<file path="src/rtl/reg_f_ctx.sv">
// reg_f_ctx: register file with two constant registers (R0 = 0, R1 = all ones),
// an accumulator at R2 and work registers above it. A small FSM saves or restores
// the non-constant registers to/from an internal context stack, one register per cycle.
module reg_f_ctx #(
    parameter  int WIDTH       = 8,
    parameter  int SIZE        = 11,
    parameter  int STACK_DEPTH = 4,
    localparam int AW          = $clog2(SIZE),
    localparam int DW          = $clog2(STACK_DEPTH + 1)
) (
    input  logic             clk,
    input  logic             rst,
    input  logic [AW-1:0]    rf_addr_r1,
    output logic [WIDTH-1:0] rf_data_out1,
    input  logic [AW-1:0]    rf_addr_r2,
    output logic [WIDTH-1:0] rf_data_out2,
    input  logic [AW-1:0]    rf_addr_wr,
    input  logic             rf_data_we,
    input  logic [WIDTH-1:0] rf_data_in,
    input  logic             rf_ctx_push,
    input  logic             rf_ctx_pop,
    output logic             rf_ctx_busy,
    output logic [DW-1:0]    rf_ctx_depth,
    output logic             rf_ctx_full,
    output logic             rf_ctx_empty,
    output logic             rf_ctx_err,
    output logic             rf_acc_zero
);

    localparam int NSAVE  = SIZE - 2;
    localparam int KW     = (NSAVE > 1) ? $clog2(NSAVE) : 1;
    localparam int MWORDS = STACK_DEPTH * NSAVE;
    localparam int MAW    = (MWORDS > 1) ? $clog2(MWORDS) : 1;

    typedef enum logic [1:0] {IDLE, SAVE, RESTORE} state_t;

    state_t           state;
    logic [KW-1:0]    k;
    logic [DW-1:0]    depth;
    logic             err;
    logic [WIDTH-1:0] regs [2:SIZE-1];
    logic [WIDTH-1:0] mem  [0:MWORDS-1];
    logic [WIDTH-1:0] view [0:(2**AW)-1];
    logic [DW-1:0]    base;
    logic [MAW-1:0]   mem_addr;
    logic [WIDTH-1:0] save_data;
    logic [WIDTH-1:0] restore_data;
    logic             last;

    // Full address-space view: constants, live registers, and zero for unmapped addresses
    always_comb begin
        for (int i = 0; i < 2**AW; i++) begin
            view[i] = '0;
        end
        view[1] = '1;
        for (int i = 2; i < SIZE; i++) begin
            view[i] = regs[i];
        end
    end

    assign rf_data_out1 = view[rf_addr_r1];
    assign rf_data_out2 = view[rf_addr_r2];
    assign rf_acc_zero  = (regs[2] == '0);
    assign rf_ctx_busy  = (state != IDLE);
    assign rf_ctx_depth = depth;
    assign rf_ctx_full  = (depth == DW'(STACK_DEPTH));
    assign rf_ctx_empty = (depth == '0);
    assign rf_ctx_err   = err;
    assign last         = (k == KW'(NSAVE - 1));

    // Stack slot for the current step: saves go to the next free context, restores read the top one
    always_comb begin
        base = depth;
        if (state == RESTORE) begin
            base = depth - DW'(1);
        end
        mem_addr     = MAW'(int'(base) * NSAVE + int'(k));
        restore_data = mem[mem_addr];
        save_data    = '0;
        for (int i = 0; i < NSAVE; i++) begin
            if (k == KW'(i)) begin
                save_data = regs[i + 2];
            end
        end
    end

    // Stack storage is deliberately not reset; it is unreachable while depth is zero
    always_ff @(posedge clk) begin
        if (state == SAVE) begin
            mem[mem_addr] <= save_data;
        end
    end

    // Register writes, context FSM, depth tracking and the registered reject pulse
    always_ff @(posedge clk or posedge rst) begin
        if (rst) begin
            state <= IDLE;
            k     <= '0;
            depth <= '0;
            err   <= 1'b0;
            for (int i = 2; i < SIZE; i++) begin
                regs[i] <= '0;
            end
        end else begin
            err <= 1'b0;
            case (state)
                IDLE: begin
                    if (rf_data_we) begin
                        for (int i = 2; i < SIZE; i++) begin
                            if (rf_addr_wr == AW'(i)) begin
                                regs[i] <= rf_data_in;
                            end
                        end
                    end
                    if (rf_ctx_push && rf_ctx_pop) begin
                        err <= 1'b1;
                    end else if (rf_ctx_push) begin
                        if (rf_ctx_full) begin
                            err <= 1'b1;
                        end else begin
                            state <= SAVE;
                            k     <= '0;
                        end
                    end else if (rf_ctx_pop) begin
                        if (rf_ctx_empty) begin
                            err <= 1'b1;
                        end else begin
                            state <= RESTORE;
                            k     <= '0;
                        end
                    end
                end
                SAVE: begin
                    if (rf_ctx_push || rf_ctx_pop) begin
                        err <= 1'b1;
                    end
                    if (last) begin
                        for (int i = 2; i < SIZE; i++) begin
                            regs[i] <= '0;
                        end
                        depth <= depth + DW'(1);
                        state <= IDLE;
                        k     <= '0;
                    end else begin
                        k <= k + KW'(1);
                    end
                end
                RESTORE: begin
                    if (rf_ctx_push || rf_ctx_pop) begin
                        err <= 1'b1;
                    end
                    for (int i = 0; i < NSAVE; i++) begin
                        if (k == KW'(i)) begin
                            regs[i + 2] <= restore_data;
                        end
                    end
                    if (last) begin
                        depth <= depth - DW'(1);
                        state <= IDLE;
                        k     <= '0;
                    end else begin
                        k <= k + KW'(1);
                    end
                end
                default: begin
                    state <= IDLE;
                    k     <= '0;
                end
            endcase
        end
    end

endmodule
</file>
<file path="config.mk">
export PLATFORM = sky130hd
export DESIGN_NAME = reg_f_ctx
export DESIGN_NICKNAME = d
export VERILOG_FILES = /design/src/rtl/reg_f_ctx.sv
export SDC_FILE = /design/constraint.sdc
export NUM_CORES = 1
export LEC_CHECK = 0
export CORE_ASPECT_RATIO = 2
export CORE_MARGIN = 2
export CORE_UTILIZATION = 35
export DETAILED_ROUTE_END_ITERATION = 6
export GPL_TIMING_DRIVEN = 0
export PLACE_DENSITY = 0.54
export RECOVER_POWER = 100
export SLEW_MARGIN = 20
export SYNTH_ARGS = -nofsm -noshare
export SYNTH_HDL_FRONTEND = slang
export SYNTH_SLANG_ARGS = --single-unit
</file>
<file path="constraint.sdc">
create_clock -name clk -period 5.1 [get_ports clk]
set_input_delay 1.53 -clock clk [delete_from_list [all_inputs] [get_ports clk]]
set_output_delay 1.53 -clock clk [all_outputs]
set_load 0.01 [all_outputs]
</file>
## Word-level counts from Yosys, hierarchy flattened

Memories as Yosys holds them, arrays and structs flattened.
Index checks and enable logic that the tools add are counted.
Widths: inputs -> output; s select.

- Memory bits (read-only): 0
- Bits in writable memories: 288
- Output and inout bits: 24
- Word-level logic and storage cells: 153
- Bits of input ports: 25
- Register bits: 82
- Latch bits: 0
- Memories kept: 1

Memory list:

| memory | words | bits a word | rd ports | clocked after Yosys merged registers in | write ports | line | source |
|---|---|---|---|---|---|---|---|
| mem | 36 | 8 | 1 | 0 | 1 | 42 | `logic [WIDTH-1:0] mem [0:MWORDS-1];` |

- Multiplexer cells: 63
- Bitwise operators: 2
- Reduce and logical (&&, ||, !) cells: 22
- Add/subtract/negate cells: 4
- Eq/ne operators: 45
- Order comparisons: 2
- Divide/modulo/power cells: 0
- Shift-type cells: 0
- $mul: 1

Operator list:

| cell | count |
|---|---|
| $mux 8 | 31 |
| $pmux 72 s3 | 1 |
| $mux 72 | 2 |
| $bmux 8 s4 | 2 |
| $reduce_and 5->1 | 10 |
| $eq 4x3->1 const B | 8 |
| $ne 2x2->1 const B | 13 |
| $mux 4 | 6 |
| $ne 2x1->1 const B | 9 |
| $eq 4x2->1 const B | 4 |
| $eq 4x4->1 const B | 4 |
| $mux 2 | 6 |
| $ge 5x5->1 const B | 2 |
| $not 4->5 | 2 |
| $mux 3 | 3 |
| $ne 3x3->1 const B | 3 |
| $logic_not 8->1 | 1 |
| $mux 1 | 8 |
| $pmux 4 s2 | 1 |
| $add 6x4->6 | 1 |
| $mul 3x4->6 const B | 1 |
| $pmux 3 s2 | 1 |
| $add 4x1->4 const B | 1 |
| $eq 4x1->1 const B | 1 |
| other kinds (17) | 18 |

## Logic depth before layout (Yosys ltp)

- Depth in word-level cells: 10
- Gate-level depth with buffers: 18
- Mapped depth without buffers: 13

## Worst setup path after synthesis

Ideal clock, no wire load.

- Path type: in2out
- From: input rf_addr_r1[0]
- To: output rf_data_out1[4]
- Stages: 7
- Path buffers: 3
- Data arrival time: 3,027 ps
- Slack: 543 ps
- Cell sequence: clkbuf_1 -> clkbuf_1 -> clkbuf_1 -> a21oi_1 -> o21ai_0 -> nand2_1 -> a21oi_1

- Longest elaborated chain between the ends: 4

Ends and longest elaborated chain:

| what | line | source |
|---|---|---|
| start, declared | 13 | `input logic [AW-1:0] rf_addr_r1,` |
| $not 4->5 (implied by the code) | 61 | `assign rf_data_out1 = view[rf_addr_r1];` |
| $bmux 8 s4 | 61 |  |
| $mux 8 (implied by the code) (2 in a row) | 61 |  |
| end, declared | 14 | `output logic [WIDTH-1:0] rf_data_out1,` |

Every way passes these cells. The select of a mux whose other input is x is not followed.

## Worst setup path after layout

- From: register state[0]
- To: memory mem[2][1] (enable)

- Longest elaborated chain between the ends: 4

Ends and longest elaborated chain:

| what | line | source |
|---|---|---|
| start, declared | 37 | `state_t state;` |
| start signal, assigned | 97 | `state <= IDLE;` |
| start signal, assigned | 121 | `state <= SAVE;` |
| start signal, assigned | 128 | `state <= RESTORE;` |
| $eq 2x2->1 | 74 | `if (state == RESTORE) begin` |
| $mux 3 | 74 |  |
| $mul 3x4->6 | 77 | `mem_addr = MAW'(int'(base) * NSAVE + int'(k));` |
| $add 6x4->6 | 77 |  |
| end, declared | 42 |  |

Several ways; a longest one is shown, not always the timed one.

==> metrics <==
status finished, violations left; failing checks max-capacitance violations, max-slew violations; leading area contributor after synthesis edfxtp_1; H-tree lvl count 2; hold_buf cts 0; maximum clock insertion buffer count 3; Hold Fails Final Rpt 0; CP startpoint kind register; crit path DAT 5.21 ns; synthesis-to-layout area growth 15.12%; Pwr per Cell Area 681.5 nW/um^2; worst-path maximum fanout 10; Fin Setup TNS 0 ns; post-route ant nets 0; ANT cells 0; Die Y 319.2 um; CTS Buf Count 35; Mean Syn Cell Area 13.69 um^2; leakage power 6.844 nW; number of port buffers 40; final hold slack 0.5666 ns; worst setup path class register to register; Nets 1405; asr flop ratio synth 22.16%; Post-synth EDFFs 288; drt wl/cell 27.65 um; Rel. slew slack -18.50%; most numerous cell in the Yosys netlist edfxtp_1; Fillers 4547; final setup fails 0; via count 11.50k; Worst-Margin Slew 1.778 ns; reg2reg start state[0]; reg2reg setup slack 0.04 ns; Hold Path Stages 2; Cell Area, Placed 18960 um^2; Placed Instances about 2.0k; Worst-Skew Late Latency 0.55 ns; reg2reg path depth 14; Synth Flop Type edfxtp_1; die area 51570 um^2; Worst-path clk slew around 0.06 ns; GRT Total Usage 21.79%; Max-Cap Viols 3; 1st-iter DRT viols 829; Synth Instances 1270; Die X 161.6 um; post-synthesis cell type count 62; RSZ-0062 raised after global routing yes; largest net degree at the start of global routing 57; Initial Utilization 35.43%; Hold Path Class register to register; Post-Place Setup Slack -0.7390 ns; max-slew violations slightly below 60; Post-synth top cells edfxtp_1 (288), nor2_1 (157), a21oi_1 (84), nand2_1 (84), dfrtp_1 (82); grt ovf 0; first-pass GRT wire length 80820 um; Post-Layout Cell Count about 2k; maximum vdd drop 264.9 uV; CTS tree done; Endpoint, Worst Hold rf_ctx_depth[0]; synth warn 0; CTS root buffer clkbuf_16; Seq/Total Area, Yosys 61.56%; syn_nets 1317; #FFs+latches synth between 300 and 400; DRT Pass-1 Iters 6; synthesized cell area 17380 um^2; initial antenna violation count 0; CP Data Required Time approximately 5.3 ns; share of layout cells above drive strength 1 19.15%; worst r2r dst mem[2][1]; FMAX slightly below 200 MHz; worst hold start rf_ctx_depth[0]; clock skew 0.02650 ns; HPWL Detailed 42270 um; fin crit period just over 5 ns; fin area 20010 um^2; Via density 5.674; gp weighted congestion 0.9175; top cells by area in the synthesized netlist edfxtp_1 (50%), dfrtp_1 (12%), mux4_2 (8.8%); vias in the first global route 11.79k; # DRC 0; CTS Sinks 370; Final WS setup 0.03660 ns; Critical Path Sink Type register; WL final about 56000 um; top-area cell type share of the netlist area roughly 50%; I/O pin total 49; row count 115; Final period util between 90% and 100%; core box area 49070 um^2
-- report_power, final --
part / total, mW / leakage (nW) / switching (mW) / internal, mW
Sequential: 4.79 / 3.62 / 0.407 / 4.39
Clock: 2.66 / 0.546 / 1.17 / 1.49
Combinational: 6.18 / 2.68 / 4.03 / 2.15
Total: 13.6 / 6.84 / 5.61 / 8.02
-- cells by family (layout without fill, tap and decap cells) --
logic type | after synthesis | after routing | share of synthesized area [%]
XOR/XNOR | 8 | 8 | 0.4031
buffers and inverters | 119 | 233 | 3.390
AO/OA/AOI/OAI | 261 | 261 | 10.48
flip-flops | 370 | 370 | 61.56
AND/OR/NAND/NOR | 346 | 346 | 9.027
multiplexers | 144 | 144 | 13.51
adder cells (fa/ha/maj) | 22 | 22 | 1.627
-- state kept, by name, indices dropped and copies added, names as in the netlist --
register and flops:
mem 288, regs 72, k 4, rf_ctx_depth 3, state 2, rf_ctx_err 1
-- critical path, stage by stage, from the launching register on --
cell	delay, ns
dfrtp_1	0.42
inv_1	0.12
ha_1	0.29
inv_1	0.19
ha_1	0.36
ha_1	0.20
ha_1	0.25
fa_1	0.54
buf_2	0.21
buf_4	0.22
buf_4	0.24
buf_4	0.24
nor2_1	0.16
nand3_1	0.31
nor2_1	0.88
-- worst max path at each step --
| stage | start | endpoint | slack (ns) | cells after the start |
|---|---|---|---|---|
| finish | state[0] | mem[2][1] | 0.04 | 14 |
| global route | state[0] | mem[2][7] | -0.15 | 14 |
| CTS | state[0] | mem[2][1] | 0.001 | 14 |
| detailed placement | rf_addr_r2[0] | rf_data_out2[6] | -0.74 | 8 |
| global placement | k[1] | mem[16][1] | -1.62 | 10 |
| floorplan | rf_addr_r1[0] | rf_data_out1[4] | 0.54 | 7 |
-- layout make-up --
cell class                 instances  area [um^2]  share of cell area (%)
clock buffer                      45        913.4                   4.565
tap                              643        804.5                   4.021
inverter                          33        125.1                  0.6253
clock inverter                    18        214.0                   1.069
sequential                       370        10700                   53.47
timing repair buffer              51        484.2                   2.420
multi-input combinational        781         6252                   31.25
buffer                            86        516.7                   2.582
-- through the flow --
step | utilization [%] | power (mW)
2_1_floorplan | - | 8.446
3_3_place_gp | 37.88 | 10.85
3_5_place_dp | 38.64 | 11.26
4_1_cts | 41.25 | 14.03
5_1_grt | 40.78 | 14.18
6_report | 40.78 | 13.64
-- layout by cell type, fill, tap and decap left out, drive strengths merged, types with 3 or more instances in the layout --
cell type,n
a22oi,3
o221ai,28
dlygate4sd3,10
nor3b,5
and2,8
nand2,84
mux4,68
xor2,4
nor2b,19
clkbuf,91
nand4,4
xnor2,4
clkinv,11
clkdlybuf4s50,30
bufinv,4
nor3,11
nand2b,21
o32ai,8
a211oi,20
ha,21
inv,34
nor2,157
nand3,10
o211ai,19
a32oi,3
or2,5
a221oi,13
nand3b,16
a311oi,3
o22ai,23
mux2,45
dfrtp,82
a21oi,88
mux2i,31
o21ai,34
edfxtp,288
buf,50
-- repair_timing --
action,CTS,global route
buffers inserted,1,1
endpoints found under the setup margin,224,146
resized for setup,41,26
gates cloned,0,0
pin swaps,1,2
-- per-layer routing --
layer	global-route usage, %	routed length (um)	part of all wire [%]	vias to the layer above
met5	0	0	0	-
met4	12.82	3951	7.1	0
met3	2.406	2194	3.9	175
met2	43.85	32030	57	441
met1	20.46	17860	32	5844
li1	-	-	-	5041
Note: power is estimated with default switching activity, not from simulation.
